## src/rtl/spi_slave_sync_if.sv

```systemverilog
// Signal bundle between an SPI slave block and its surroundings: the
// SPI pins plus the clk-domain tx/rx valid/ready streams.
interface spi_slave_sync_if #(
    parameter int width = 8
);
    logic             SCLK;
    logic             SS;
    logic             MOSI;
    logic             MISO;
    logic [width-1:0] tx_data;
    logic             tx_valid;
    logic             tx_ready;
    logic [width-1:0] rx_data;
    logic             rx_valid;
    logic             rx_ready;
    logic             rx_overrun;
    logic             tx_underrun;
    logic             busy;

    // Seen from the slave block
    modport slave (
        input  SCLK, SS, MOSI, tx_data, tx_valid, rx_ready,
        output MISO, tx_ready, rx_data, rx_valid, rx_overrun, tx_underrun, busy
    );

    // Seen from the SPI master / stream user side
    modport master (
        output SCLK, SS, MOSI, tx_data, tx_valid, rx_ready,
        input  MISO, tx_ready, rx_data, rx_valid, rx_overrun, tx_underrun, busy
    );
endinterface

```

## src/rtl/spi_slave_sync.sv

```systemverilog
// SPI mode-0 slave running entirely on clk. SCLK/SS/MOSI are oversampled
// through 2-FF synchronisers; words are exchanged with clk-domain logic
// over valid/ready streams. MSB first, active-low SS.
module spi_slave_sync #(
    parameter int               width     = 8,
    parameter logic [width-1:0] IDLE_WORD = {width{1'b1}}
) (
    input  logic             clk,
    input  logic             rst,
    spi_slave_sync_if.slave  bus
);
    localparam int              CNT_W    = $clog2(width + 1);
    localparam logic [CNT_W-1:0] LAST_BIT = CNT_W'(width - 1);

    typedef enum logic {
        ST_IDLE,
        ST_SHIFT
    } state_t;

    // Pin index: 0 = SCLK, 1 = SS, 2 = MOSI
    logic [2:0]       w_pin;
    logic [2:0]       w_sync;
    logic             r_sclk_hist;
    logic             r_ss_hist;
    logic             w_sclk_rise;
    logic             w_sclk_fall;
    logic             w_ss_rise;
    logic             w_ss_fall;
    logic             w_mosi;

    state_t           r_state;
    logic [CNT_W-1:0] r_bit_cnt;
    logic             r_word_done;
    logic [width-1:0] r_rx_shift;
    logic [width-1:0] r_rx_data;
    logic             r_rx_valid;
    logic             r_rx_overrun;
    logic             r_busy;

    logic [width-1:0] r_tx_shift;
    logic [width-1:0] r_hold;
    logic             r_hold_full;
    logic             r_tx_underrun;

    logic             w_tx_write;
    logic             w_tx_load;
    logic [width-1:0] w_rx_word;

    assign w_pin = {bus.MOSI, bus.SS, bus.SCLK};

    // Two-stage synchronisers; the SS chain idles high so reset never looks like a select
    generate
        for (genvar gi = 0; gi < 3; gi++) begin : g_sync
            localparam logic RST_VAL = (gi == 1);
            logic r_s1;
            logic r_s2;
            always_ff @(posedge clk) begin
                if (rst) begin
                    r_s1 <= RST_VAL;
                    r_s2 <= RST_VAL;
                end else begin
                    r_s1 <= w_pin[gi];
                    r_s2 <= r_s1;
                end
            end
            assign w_sync[gi] = r_s2;
        end
    endgenerate

    // History stage for SCLK/SS edge detection
    always_ff @(posedge clk) begin
        if (rst) begin
            r_sclk_hist <= 1'b0;
            r_ss_hist   <= 1'b1;
        end else begin
            r_sclk_hist <= w_sync[0];
            r_ss_hist   <= w_sync[1];
        end
    end

    assign w_sclk_rise = w_sync[0] & ~r_sclk_hist;
    assign w_sclk_fall = ~w_sync[0] & r_sclk_hist;
    assign w_ss_fall   = ~w_sync[1] & r_ss_hist;
    assign w_ss_rise   = w_sync[1] & ~r_ss_hist;
    assign w_mosi      = w_sync[2];

    // Load strobes: word start on select, or the falling edge after a completed
    // word while still selected (SS rising always takes priority over SCLK)
    always_comb begin
        w_tx_write = bus.tx_valid & ~r_hold_full;
        w_tx_load  = ((r_state == ST_IDLE) & w_ss_fall) |
                     ((r_state == ST_SHIFT) & ~w_ss_rise & w_sclk_fall & r_word_done);
        w_rx_word  = {r_rx_shift[width-2:0], w_mosi};
    end

    // Transmit path: holding register, shift register and underrun flag
    always_ff @(posedge clk) begin
        if (rst) begin
            r_tx_shift    <= '0;
            r_hold        <= '0;
            r_hold_full   <= 1'b0;
            r_tx_underrun <= 1'b0;
        end else begin
            r_tx_underrun <= 1'b0;
            if (w_tx_load) begin
                if (r_hold_full) begin
                    r_tx_shift <= r_hold;
                end else begin
                    r_tx_shift    <= IDLE_WORD;
                    r_tx_underrun <= 1'b1;
                end
            end else if ((r_state == ST_SHIFT) && !w_ss_rise && w_sclk_fall) begin
                r_tx_shift <= r_tx_shift << 1;
            end
            // A write only happens into an empty holding register, so a
            // simultaneous load never sees the freshly written word
            if (w_tx_write) begin
                r_hold      <= bus.tx_data;
                r_hold_full <= 1'b1;
            end else if (w_tx_load) begin
                r_hold_full <= 1'b0;
            end
        end
    end

    // Framing FSM and receive path
    always_ff @(posedge clk) begin
        if (rst) begin
            r_state      <= ST_IDLE;
            r_bit_cnt    <= '0;
            r_word_done  <= 1'b0;
            r_rx_shift   <= '0;
            r_rx_data    <= '0;
            r_rx_valid   <= 1'b0;
            r_rx_overrun <= 1'b0;
            r_busy       <= 1'b0;
        end else begin
            r_rx_overrun <= 1'b0;
            // Consumer handshake; a word completing this cycle overrides it below
            if (r_rx_valid && bus.rx_ready) begin
                r_rx_valid <= 1'b0;
            end
            case (r_state)
                ST_IDLE: begin
                    if (w_ss_fall) begin
                        r_state     <= ST_SHIFT;
                        r_bit_cnt   <= '0;
                        r_word_done <= 1'b0;
                        r_busy      <= 1'b1;
                    end
                end
                ST_SHIFT: begin
                    if (w_ss_rise) begin
                        // Partial word is dropped without touching rx_data
                        r_state     <= ST_IDLE;
                        r_bit_cnt   <= '0;
                        r_word_done <= 1'b0;
                        r_busy      <= 1'b0;
                    end else if (w_sclk_rise) begin
                        r_rx_shift <= w_rx_word;
                        if (r_bit_cnt == LAST_BIT) begin
                            r_rx_data   <= w_rx_word;
                            r_rx_valid  <= 1'b1;
                            r_bit_cnt   <= '0;
                            r_word_done <= 1'b1;
                            if (r_rx_valid && !bus.rx_ready) begin
                                r_rx_overrun <= 1'b1;
                            end
                        end else begin
                            r_bit_cnt <= r_bit_cnt + CNT_W'(1);
                        end
                    end else if (w_sclk_fall) begin
                        r_word_done <= 1'b0;
                    end
                end
                default: r_state <= ST_IDLE;
            endcase
        end
    end

    assign bus.MISO        = (r_state == ST_SHIFT) & r_tx_shift[width-1];
    assign bus.tx_ready    = ~r_hold_full;
    assign bus.rx_data     = r_rx_data;
    assign bus.rx_valid    = r_rx_valid;
    assign bus.rx_overrun  = r_rx_overrun;
    assign bus.tx_underrun = r_tx_underrun;
    assign bus.busy        = r_busy;
endmodule

```

## src/flat_wrapper.sv

```systemverilog
// flat-port wrapper written by rule: the top's interface ports become plain ports
module spi_slave_sync_flat 
#(
    parameter int               width     = 8,
    parameter logic [width-1:0] IDLE_WORD = {width{1'b1}}
)
  (clk, rst, bus_SCLK, bus_SS, bus_MOSI, bus_tx_data, bus_tx_valid, bus_rx_ready, bus_MISO, bus_tx_ready, bus_rx_data, bus_rx_valid, bus_rx_overrun, bus_tx_underrun, bus_busy);
  spi_slave_sync_if #(.width(width)) bus_i ();
  input  logic clk;
  input  logic rst;
  input wire logic [$bits(bus_i.SCLK)-1:0] bus_SCLK;
  input wire logic [$bits(bus_i.SS)-1:0] bus_SS;
  input wire logic [$bits(bus_i.MOSI)-1:0] bus_MOSI;
  input wire logic [$bits(bus_i.tx_data)-1:0] bus_tx_data;
  input wire logic [$bits(bus_i.tx_valid)-1:0] bus_tx_valid;
  input wire logic [$bits(bus_i.rx_ready)-1:0] bus_rx_ready;
  output wire logic [$bits(bus_i.MISO)-1:0] bus_MISO;
  output wire logic [$bits(bus_i.tx_ready)-1:0] bus_tx_ready;
  output wire logic [$bits(bus_i.rx_data)-1:0] bus_rx_data;
  output wire logic [$bits(bus_i.rx_valid)-1:0] bus_rx_valid;
  output wire logic [$bits(bus_i.rx_overrun)-1:0] bus_rx_overrun;
  output wire logic [$bits(bus_i.tx_underrun)-1:0] bus_tx_underrun;
  output wire logic [$bits(bus_i.busy)-1:0] bus_busy;
  assign bus_i.SCLK = bus_SCLK;
  assign bus_i.SS = bus_SS;
  assign bus_i.MOSI = bus_MOSI;
  assign bus_i.tx_data = bus_tx_data;
  assign bus_i.tx_valid = bus_tx_valid;
  assign bus_i.rx_ready = bus_rx_ready;
  assign bus_MISO = bus_i.MISO;
  assign bus_tx_ready = bus_i.tx_ready;
  assign bus_rx_data = bus_i.rx_data;
  assign bus_rx_valid = bus_i.rx_valid;
  assign bus_rx_overrun = bus_i.rx_overrun;
  assign bus_tx_underrun = bus_i.tx_underrun;
  assign bus_busy = bus_i.busy;
  spi_slave_sync #(.width(width), .IDLE_WORD(IDLE_WORD)) u_core (.clk(clk), .rst(rst), .bus(bus_i));
endmodule
```

## config.mk

```make
export PLATFORM = sky130hd
export DESIGN_NAME = spi_slave_sync_flat
export DESIGN_NICKNAME = d
export VERILOG_FILES = /design/src/rtl/spi_slave_sync_if.sv /design/src/rtl/spi_slave_sync.sv /design/src/flat_wrapper.sv
export SDC_FILE = /design/constraint.sdc
export NUM_CORES = 1
export LEC_CHECK = 0
export ABC_AREA = 1
export BUFFER_PORTS_ARGS = -buffer_cell sky130_fd_sc_hd__clkbuf_2
export CORE_MARGIN = 2
export CORE_UTILIZATION = 32
export CTS_CLUSTER_DIAMETER = 100
export DETAILED_ROUTE_END_ITERATION = 12
export PLACE_DENSITY_LB_ADDON = 0.12
export SKIP_LAST_GASP = 1
export SYNTH_ARGS = -nofsm -noshare
export SYNTH_HDL_FRONTEND = slang
export SYNTH_SLANG_ARGS = --single-unit
```

## constraint.sdc

```tcl
create_clock -name clk -period 1.7 [get_ports clk]
set_clock_uncertainty 0.2 [all_clocks]
set_input_delay 0.34 -clock clk [delete_from_list [all_inputs] [get_ports clk]]
set_output_delay 0.34 -clock clk [all_outputs]
set_load 0.01 [all_outputs]
```

## Yosys cells after proc, flatten, opt, wreduce, memory -nomap -nowiden

Index checks and enable logic that the tools add are counted.

| cells by class | value |
|---|---|
| add/sub/neg operators | 1 |
| equality and inequality tests | 6 |
| muxes and demuxes | 29 |
| bitwise gates (word level) | 21 |
| reductions and logical operators | 15 |

Operators with widths:

| cell | number |
|---|---|
| $mux W8 | 3 |
| $mux W1 | 18 |
| $mux W4 | 4 |
| $and A1 B1 Y1 | 10 |
| $not A1 Y1 | 10 |
| $pmux W4 S2 | 1 |
| $pmux W1 S2 | 3 |
| $reduce_and A3 Y1 | 2 |
| $reduce_or A5 Y1 | 1 |
| $add A4 B1 Y4 const B | 1 |
| $eq A4 B3 Y1 const B | 1 |
| $logic_and A1 B1 Y1 | 4 |
| $ne A2 B1 Y1 const B | 2 |
| $ne A4 B1 Y1 const B | 1 |
| $ne A4 B4 Y1 const B | 1 |
| $reduce_and A2 Y1 | 2 |
| $reduce_and A4 Y1 | 1 |
| $reduce_bool A2 Y1 | 2 |
| $ne A3 B1 Y1 const B | 1 |
| $logic_not A1 Y1 | 2 |
| $reduce_or A2 Y1 | 1 |
| $or A1 B1 Y1 | 1 |

| storage, ports and cells | value |
|---|---|
| register bits | 50 |
| input bits | 15 |
| output and inout port bits | 14 |
| logic and storage cells | 92 |

## Depth between registers and ports, before layout

Gate-level depths: netlist (run 1).

| logic depth | value |
|---|---|
| depth after elaboration | 9 |
| mapped depth | 9 |
| depth with buffers taken out | 9 |

## Worst setup path after synthesis (run 1)

Ideal clock, no wire load.

| timing | value |
|---|---|
| kind | flip-flop to flip-flop |
| start | reg u_core.r_bit_cnt[0] |
| end | reg u_core.r_rx_data[1] (netlist: u_core.bus.rx_data[1]) |
| library setup time | 0.066 ns |
| arrival | 1.122 ns |
| required time | 1.434 ns |
| slack | 0.311 ns |
| stages on the path, launching flop included | 7 |
| clock period less this slack | 1.389 ns |
| cell sequence | dfxtp_1 ha_1 nand3_2 nor2_8 buf_12 nand2_2 a21oi_2 |

| between the ends | value |
|---|---|
| cells in the longest elaborated chain, start to end | 2 |

Ends and longest elaborated chain:

| what | RTL line | text |
|---|---|---|
| from (decl) | spi_slave_sync.sv:32 | `logic [CNT_W-1:0] r_bit_cnt;` |
| from (signal assigned) | spi_slave_sync.sv:170 | `r_bit_cnt <= r_bit_cnt + CNT_W'(1);` |
| $eq A4 B3 Y1 | spi_slave_sync.sv:161 | `if (r_bit_cnt == LAST_BIT) begin` |
| $reduce_and A4 Y1 (no line) | -- |  |
| to (signal assigned) | spi_slave_sync.sv:162 | `r_rx_data <= w_rx_word;` |
| to (decl) | spi_slave_sync.sv:35 | `logic [width-1:0] r_rx_data;` |

Every way passes these cells.
A chain may end at the register's enable or synchronous reset.

## Final worst setup path (run 1)

| timing | value |
|---|---|
| start | reg u_core.r_sclk_hist |
| end | reg u_core.r_word_done |

| between the ends | value |
|---|---|
| cells in the longest elaborated chain, start to end | 5 |
| elaborated cells on any way between the ends | 9 |
| those cells by class | eq/ne (2); mux (3); bitwise (3); reduce/logical (1) |

Ends and longest elaborated chain:

| what | RTL line | text |
|---|---|---|
| from (decl) | spi_slave_sync.sv:23 | `logic r_sclk_hist;` |
| from (signal assigned) | spi_slave_sync.sv:76 | `r_sclk_hist <= w_sync[0];` |
| $not A1 Y1 | spi_slave_sync.sv:81 | `assign w_sclk_rise = w_sync[0] & ~r_sclk_hist;` |
| $and A1 B1 Y1 | spi_slave_sync.sv:81 |  |
| $mux W1 | spi_slave_sync.sv:159 | `end else if (w_sclk_rise) begin` |
| $mux W1 | spi_slave_sync.sv:153 | `if (w_ss_rise) begin` |
| $pmux W1 S2 | spi_slave_sync.sv:143 | `case (r_state)` |
| to (signal assigned) | spi_slave_sync.sv:148 | `r_word_done <= 1'b0;` |
| to (signal assigned) | spi_slave_sync.sv:157 | `r_word_done <= 1'b0;` |
| to (signal assigned) | spi_slave_sync.sv:165 | `r_word_done <= 1'b1;` |
| to (decl) | spi_slave_sync.sv:33 | `logic r_word_done;` |

Several ways; a longest one is shown, not always the timed one.

==> metrics.yaml, run 1 <==
crit_buf_inv: 3
via_per_inst: 4.462
setup_viol: 0
syn_to_final_growth_pct: 16.94
insertedDiodeCount: 0
fin_crit_ps: 1533
grt_pass1_vias: 1630
crit_required_ps: 1730
io_pins: 29
start_kind: "flop"
port_buffers: 28
grt_usage_pct: 12.73
path_max_fanout: 14
ctsHoldBuffers: 0
cpPeakStageDelay_ps: 340
met2WireLength_um: 1779
hold_viol_final: 0
min_from: "bus_SS"
power_density_nw_per_um2: 936.5
async_reset_ff_share_pct: 0
htree_levels: 2
seq_area_frac_synth_pct: 47.06
rows: 29
m1WireLength_um: 2323
placed_area_um2: 2352
gp_congestion: 0.7286
grt_pass1_wl_um: 7527
crit_path_cell_trace: "inv_1 > ha_1 > nand2_2 > inv_2 > nand2_4 > inv_1 > nand2_1 > nand3_1 > a21oi_1"
ys.flop_type: "dfxtp_1"
routed_wirelength_um: 4309
syn_area_um2: 2127
vias: 1740
fp.dieH_um: 85.53
grt_overflow: 0
fp.coreArea_um2: 6386
timing.rr.start: "u_core.r_sclk_hist$_SDFF_PP0_"
post-route-util_pct: 38.95
cts_tree: "done"
ys_ff_latch: 50
yosys_warnings: 0
min_path_type: "primary input to flop"
drv_cap: 0
post_cts_buffers: 0
final_cell_area_um2: 2487
rsz0062_at_grt: "false"
min_period_over_period_pct: 90.19
drtIter0Drc: 54
dpl.hpwl_um: 3058
criticalPathCategory: "flop to flop"
worst_hold_path.endpoint: "u_core.g_sync[1].r_s1$_SDFF_PP1_"
layout-drive-gt1-share_pct: 24.28
die_x_um: 85.53
wl_met3_um: 146
ant_nets: 0
netlist_instances: 276
numCtsBuffers: 5
power.leakage_nw: 1.162
worst-r2r-cell-count: 9
final_max_slew_viol_count: 0
top_layer: "met4"
ir_drop_v: 0.0004209
wl_per_cell_um: 11.05
cts_resized: 0
dr.pass1.iters: 4
reg2reg_setup_slack_ps: 170
tns_ps: 0
start_util_pct: 33.31
holdPathStages: 2
clk_pin_slew_ps: 100
grt_max_degree: 18
cpMostUsedCell: "inv_1"
cpLargestDelayFamily: "simple AND/OR/NAND/NOR gates"
slew_headroom_pct: 82.72
status: "completed"
syn_avg_cell_area_um2: 7.707
synthDistinctLibCells: 25
fin_nets: 330
synth_fp_nets: 294
max_freq_mhz: 652.2
worst_pin_slew_ps: 259.0
clock-sinks: 50
root_buffer: "clkbuf_8"
clockBufferDepth: 2
setup.worst_path.end_class: "flop"
clock_latency_ps: 300
synth_edf_count: 0
die_area_um2: 7315
antenna_found_initial: 0
critPathSlowestCell: "dfxtp_1"
cp.arrival_ps: 1560
r2r_end: "u_core.r_word_done$_SDFFE_PP0P_"
drc_errors: 0
[logic make-up after synthesis]
logic type / Yosys count / share of synthesized area (%)
compound gates: 46 / 12.24
fa+ha+maj: 3 / 1.765
buf+inv: 43 / 9.353
flops: 50 / 47.06
simple gates: 134 / 29.59
[cell type report]
type | instances | area, um^2
well taps | 77 | 96.34
inverters | 32 | 120.1
clock inverters | 3 | 43.79
multi-input cells | 183 | 927.1
clock buffers | 5 | 68.82
fillers | 696 | 3899
repair buffers | 40 | 230.2
flip-flops and latches | 50 | 1001
[worst max path at each step]
stage                     cells past startpoint                                 end                              from  slack, ps
after floorplan                               6  u_core.bus.rx_data[1]$_SDFFE_PP0P_  u_core.r_bit_cnt[0]$_SDFFE_PP0P_        310
after global placement                        6  u_core.bus.rx_data[1]$_SDFFE_PP0P_  u_core.r_bit_cnt[0]$_SDFFE_PP0P_        170
after detailed placement                      6  u_core.bus.rx_data[2]$_SDFFE_PP0P_  u_core.r_bit_cnt[0]$_SDFFE_PP0P_        140
after CTS                                     6  u_core.bus.rx_data[7]$_SDFFE_PP0P_  u_core.r_bit_cnt[0]$_SDFFE_PP0P_        120
after global routing                          9     u_core.r_word_done$_SDFFE_PP0P_     u_core.r_sclk_hist$_SDFF_PP0_         20
final                                         9     u_core.r_word_done$_SDFFE_PP0P_     u_core.r_sclk_hist$_SDFF_PP0_        170
[cells in the final DEF, fill, tap and decap left out, types with 3 or more instances in the layout]
master,netlist,final
a21oi_1,20,20
a21oi_2,6,6
buf_4,1,12
clkbuf_2,2,28
clkbuf_8,0,5
dfxtp_1,50,50
ha_1,3,3
inv_1,28,28
inv_2,3,3
nand2_1,51,51
nand2_2,7,7
nand3_1,20,20
nand3_2,4,4
nand3b_1,4,4
nor2_1,40,40
o21ai_0,17,17
or2_2,3,3
[per-layer routing]
layer | vias up | track usage [%]
met3 | 6 | 3.080
li1 | 942 | -
met2 | 25 | 19.32
met5 | - | 0
met1 | 767 | 17.73
met4 | 0 | 4.329
[where the power goes]
part | switching, mW | internal [mW]
logic | 0.141 | 0.0952
registers | 0.0234 | 1.22
clock network | 0.411 | 0.442
[synth_stat cells (2+ instances only)]
library cell / number / area [um^2]
a21oi_1: 20 / 100.1
clkbuf_2: 2 / 10.01
nand2_1: 51 / 191.4
buf_2: 6 / 30.03
dfxtp_1: 50 / 1001
inv_2: 3 / 11.26
o21ai_0: 17 / 85.08
nand4_1: 2 / 12.51
or2_2: 3 / 18.77
nand3_2: 4 / 40.04
a21oi_2: 6 / 52.55
nand3b_1: 4 / 30.03
nand2_2: 7 / 43.79
nand3_1: 20 / 100.1
nor2_1: 40 / 150.1
o21ai_2: 2 / 17.52
nand2_4: 2 / 22.52
ha_1: 3 / 37.54
inv_1: 28 / 105.1
[through the flow]
stage / hold WS, ps / setup slack, ps / total power, mW / std cells
after floorplan: 188.3 / 311.4 / 1.436 / 276
after global placement: 192.4 / 170.8 / 1.506 / 379
after detailed placement: 193.2 / 136.0 / 1.507 / 379
after CTS: 1.475 / 121.6 / 2.363 / 387
after global routing: 13.53 / 22.26 / 2.445 / 390
final: 14.58 / 166.7 / 2.329 / 390
[sequential cells by signal, indices dropped and copies added, names as in the netlist]
signal and count:
u_core.r_bit_cnt 4, u_core.r_hold 8, u_core.r_hold_full 1, u_core.g_sync.r_s2 3, u_core.r_rx_shift 7, u_core.r_word_done 1, u_core.bus.tx_underrun 1, u_core.r_tx_shift 8
u_core.g_sync.r_s1 3, u_core.bus.busy 1, u_core.r_sclk_hist 1, u_core.bus.rx_overrun 1, u_core.r_state 1, u_core.bus.rx_data 8, u_core.bus.rx_valid 1, u_core.r_ss_hist 1
Note: power is estimated with default switching activity, not from simulation.
==> run 2: changes to the inputs <==
Settings changed: PLACE_DENSITY from default to 0.58, PLACE_DENSITY_LB_ADDON 0.12 to default.
==> metrics.yaml, run 2 (synthesis results as in run 1) <==
status: "completed"
die_area_um2: 7315  # unchanged
drtIter0Drc: 55  # +1.9%
wl_per_cell_um: 10.58  # -4.3%
reg2reg_setup_slack_ps: 130  # -40 ps
routed_wirelength_um: 4083  # -5.2%
io_pins: 29  # unchanged
fp.coreArea_um2: 6386  # unchanged
path_max_fanout: 6  # -8
place_ws_ps: 145.8  # +9.767 ps
ir_drop_v: 0.0003312  # -21%
power.leakage_nw: 1.131  # -2.6%
grt_pass1_vias: 1516  # -7.0%
finalPower_mw: 2.180  # -6.4%
crit_path_cell_trace: "buf_4 > nand2_1 > inv_1 > clkbuf_2"
via_per_inst: 4.492  # +0.69%
dpl.hpwl_um: 2932  # -4.1%
layout_commonest_cell: "nand2_1"
placed_area_um2: 2357  # +0.21%
post-route-util_pct: 38.38  # -0.57 points
critPathSlowestCell: "dfxtp_4"
ctsHoldBuffers: 0  # unchanged
htree_levels: 2  # unchanged
vias: 1734  # -0.34%
port_buffers: 28  # unchanged
worst_pin_slew_ps: 262.7  # +3.688 ps
crit_required_ps: 1160  # -570 ps
drv_cap: 0  # unchanged
final_cell_mix: "51 x nand2_1, 49 x dfxtp_1, 40 x nor2_1, 28 x inv_1, 28 x clkbuf_2"
cpLargestDelayFamily: "flip-flops"
final_max_slew_viol_count: 0  # unchanged
cp.arrival_ps: 1060  # -500 ps
power_density_nw_per_um2: 889.4  # -5.0%
tns_ps: 0  # unchanged
grt_usage_pct: 11.30  # -1.4 points
slew_headroom_pct: 82.45  # -0.27 points
dr.pass1.iters: 4  # unchanged
final_cell_area_um2: 2451  # -1.5%
fp.dieH_um: 85.53  # unchanged
cts_tree: "done"
crit_buf_inv: 3  # unchanged
syn_to_final_growth_pct: 15.24
worst_slack_ps: 105.0  # -61.75 ps
ant_nets: 0  # unchanged
start_kind: "flop"
rows: 29  # unchanged
setup.worst_path.end_class: "output port"
gp_congestion: 0.7597  # +4.3%
criticalPathCategory: "flop to output port"
antenna_found_initial: 0  # unchanged
min_path_type: "primary input to flop"
min_period_over_period_pct: 93.82  # +3.6 points
clock_latency_ps: 300  # about the same
clk_pin_slew_ps: 90  # about the same
fin_crit_ps: 1595  # +61.75 ps
start_util_pct: 33.31  # unchanged
post_cts_buffers: 0  # unchanged
setup_viol: 0  # unchanged
clockBufferDepth: 2  # unchanged
rsz0062_at_grt: "false"
fin_nets: 326  # -1.2%
drc_errors: 0  # unchanged
root_buffer: "clkbuf_8"
grt_max_degree: 32  # +14
clock-sinks: 50  # unchanged
grt_overflow: 0  # unchanged
cpPeakStageDelay_ps: 400  # +60 ps
insertedDiodeCount: 0  # unchanged
numCtsBuffers: 5  # unchanged
max_freq_mhz: 627.0  # -3.9%
layout-drive-gt1-share_pct: 23.62  # -0.66 points
hold_viol_final: 0  # unchanged
grt_pass1_wl_um: 6651  # -12%
die_x_um: 85.53  # unchanged
==> run 2: cell types whose count changed in the layout (fill, tap and decap cells not counted), sizes merged <==
| cell | previous run | this run |
|---|---|---|
| clkinvlp | 0 | 1 |
| clkinv | 2 | 3 |
| bufinv | 1 | 0 |
| inv | 32 | 31 |
| buf | 12 | 8 |
==> run 2: routing by layer <==
metal	vias to the layer above	track usage (%)	routed length, um
li1	934	-	-
met1	772	14.06	1960
met2	22	18.89	1928
met3	6	2.695	150
met4	0	4.473	43
met5	-	0	0
==> run 2: what timing repair did <==
item	CTS	global route
resized for setup	1	1
gates cloned	0	0
hold endpoints to repair	0	0
setup endpoints to repair	1	1
==> run 2: where the power goes <==
part,leakage [nW],switching (mW),internal (mW)
clock,0.0441,0.417,0.290
combinational,0.678,0.138,0.0957
sequential,0.409,0.0233,1.22
total,1.13,0.578,1.60
==> run 2: final cells by class <==
class | count | area (um^2)
Timing Repair Buffer | 36 | 212.7
Clock buffer | 5 | 68.82
Sequential cell | 50 | 1005
Fill cell | 691 | 3935
Multi-Input combinational cell | 183 | 927.1
Inverter | 32 | 120.1
Clock inverter | 3 | 21.27
Tap cell | 77 | 96.34
==> run 2: final timing paths <==
path,from,depth (start not counted),end
max,u_core.r_state$_SDFF_PP0_,4,bus_MISO
min,bus_SS,2,u_core.g_sync[1].r_s1$_SDFF_PP1_
max reg2reg,u_core.r_bit_cnt[0]$_SDFFE_PP0P_,6,u_core.bus.rx_data[6]$_SDFFE_PP0P_
min reg2reg,u_core.g_sync[0].r_s1$_SDFF_PP0_,2,u_core.g_sync[0].r_s2$_SDFF_PP0_
==> run 2: metrics by stage <==
step / hold WS, ps / instances
global route: 16.30 / 386
detailed placement: 198.1 / 378
global placement: 195.3 / 378
finish: 10.60 / 386
CTS: 1.687 / 386
floorplan: 188.3 / 276
==> run 3: changes to the inputs <==
Settings changed: CORE_UTILIZATION 32 to 49, HOLD_SLACK_MARGIN from default to 0.05, PLACE_DENSITY 0.58 to 0.79.
==> metrics.yaml, run 3 (synthesis results as in run 1) <==
cpPeakStageDelay_ps: 380  # -20 ps
final_max_slew_viol_count: 0  # unchanged
grt_max_degree: 32  # unchanged
fin_nets: 330  # +1.2%
clock-sinks: 50  # unchanged
min_from: "bus_tx_data[6]"
placed_area_um2: 2318  # -1.6%
finalPower_mw: 2.211  # +1.4%
root_buffer: "clkbuf_8"
gp_congestion: 0.7551  # -0.61%
rsz0062_at_grt: "false"
routed_wirelength_um: 4085  # about the same
holdPathStages: 3  # +1
reg2reg_setup_slack_ps: 120  # about the same
wl_per_cell_um: 11.25  # +6.4%
worst-r2r-cell-count: 6  # unchanged
worst_slack_ps: 121.2  # +16.25 ps
layout-drive-gt1-share_pct: 23.32  # -0.30 points
numCtsBuffers: 5  # unchanged
tns_ps: 0  # unchanged
place_ws_ps: 154.3  # +8.478 ps
ant_nets: 0  # unchanged
final_cell_mix: "51 x nand2_1, 50 x dfxtp_1, 40 x nor2_1, 28 x inv_1, 28 x clkbuf_2"
clockBufferDepth: 2  # unchanged
critPathSlowestCell: "dfxtp_1"
status: "completed"
crit_buf_inv: 1  # -2
grt_overflow: 0  # unchanged
worst_pin_slew_ps: 295.4  # +32.71 ps
syn_to_final_growth_pct: 14.88
min_period_over_period_pct: 92.87  # -0.96 points
timing.rr.start: "u_core.r_bit_cnt[0]$_SDFFE_PP0P_"
start_util_pct: 52.05  # +19 points
drtIter0Drc: 144  # +160%
hold_ws_ps: 85.78  # +75.17 ps
post_cts_buffers: 0  # unchanged
start_kind: "flop"
grt_pass1_vias: 1548  # +2.1%
layout_commonest_cell: "nand2_1"
power_density_nw_per_um2: 904.9  # +1.7%
setup_viol: 0  # unchanged
power.leakage_nw: 1.149  # +1.5%
r2r_end: "u_core.bus.rx_data[7]$_SDFFE_PP0P_"
die_x_um: 69.89  # -18%
port_buffers: 28  # unchanged
criticalPathCategory: "flop to flop"
cpLargestDelayFamily: "simple AND/OR/NAND/NOR gates"
grt_usage_pct: 17.08  # +5.8 points
grt_pass1_wl_um: 6824  # +2.6%
setup.worst_path.end_class: "flop"
htree_levels: 2  # unchanged
path_max_fanout: 9  # +3
final_cell_area_um2: 2444  # -0.31%
fp.dieH_um: 69.89  # -18%
crit_required_ps: 1750  # +590 ps
die_area_um2: 4884  # -33%
insertedDiodeCount: 0  # unchanged
fp.coreArea_um2: 4086  # -36%
hold_viol_final: 0  # unchanged
min_path_type: "primary input to flop"
clk_pin_slew_ps: 100  # about the same
crit_path_cell_trace: "ha_1 > nand3_2 > nor2_8 > buf_4 > o21ai_2 > a21oi_2"
drv_cap: 0  # unchanged
io_pins: 29  # unchanged
antenna_found_initial: 0  # unchanged
ir_drop_v: 0.0005554  # +68%
dpl.hpwl_um: 2844  # -3.0%
cts_resized: 0  # -1
ctsHoldBuffers: 3  # +3
slew_headroom_pct: 80.31  # -2.1 points
clock_latency_ps: 310  # about the same
cp.arrival_ps: 1630  # +570 ps
vias: 1838  # +6.0%
rows: 23  # -21%
drc_errors: 0  # unchanged
via_per_inst: 5.063  # +13%
worst_hold_path.endpoint: "u_core.r_hold[6]$_SDFFE_PP0P_"
dr.pass1.iters: 4  # unchanged
max_freq_mhz: 633.4  # +1.0%
cts_tree: "done"
fin_crit_ps: 1579  # -16.26 ps
run 3: cell types whose count changed in the layout (fill, tap and decap cells not counted), sizes merged:
cell,before,now
dlygate4sd3,0,3
inv,31,34
clkinv,3,1
buf,8,9
clkinvlp,1,0
run 3: worst min-delay path, stage by stage:
cell      delay (ps)
clkbuf_2          70
o21ai_0           70
nor2_1            80
run 3: routing by layer:
layer | vias to the layer above | track usage (%) | routed length [um]
li1 | 945 | - | -
met1 | 852 | 22.97 | 1976
met2 | 37 | 26.98 | 1900
met3 | 4 | 4.473 | 173
met4 | 0 | 5.128 | 36
met5 | - | 0 | 0
run 3: how the worst max path moves through the flow:
stage | from | to | slack [ps] | cells after the start
floorplan | u_core.r_bit_cnt[0]$_SDFFE_PP0P_ | u_core.bus.rx_data[1]$_SDFFE_PP0P_ | 310 | 6
global placement | u_core.r_bit_cnt[0]$_SDFFE_PP0P_ | u_core.bus.rx_data[6]$_SDFFE_PP0P_ | 200 | 6
detailed placement | u_core.r_bit_cnt[0]$_SDFFE_PP0P_ | u_core.bus.rx_data[7]$_SDFFE_PP0P_ | 150 | 6
CTS | u_core.r_bit_cnt[0]$_SDFFE_PP0P_ | u_core.bus.rx_data[7]$_SDFFE_PP0P_ | 120 | 6
global route | u_core.r_bit_cnt[0]$_SDFFE_PP0P_ | u_core.bus.rx_data[6]$_SDFFE_PP0P_ | 20 | 6
finish | u_core.r_bit_cnt[0]$_SDFFE_PP0P_ | u_core.bus.rx_data[7]$_SDFFE_PP0P_ | 120 | 6
run 3: power breakdown:
| part | internal, mW | switching, mW | total, mW |
|---|---|---|---|
| clock | 0.306 | 0.424 | 0.731 |
| sequential | 1.22 | 0.0224 | 1.24 |
| combinational | 0.0987 | 0.143 | 0.241 |
run 3: cell type report:
| cell class | instances | area (um^2) |
|---|---|---|
| Clock inverter | 3 | 26.28 |
| Sequential cell | 50 | 1001 |
| Clock buffer | 5 | 68.82 |
| Fill cell | 381 | 1643 |
| Inverter | 32 | 120.1 |
| Multi-Input combinational cell | 183 | 927.1 |
| Tap cell | 50 | 62.56 |
| Timing Repair Buffer | 40 | 237.7 |
run 3: metrics by stage:
stage,cells,utilization (%)
global placement,352,56.74
floorplan,276,-
CTS,363,59.80
global route,363,59.80
finish,363,59.80
detailed placement,352,56.74
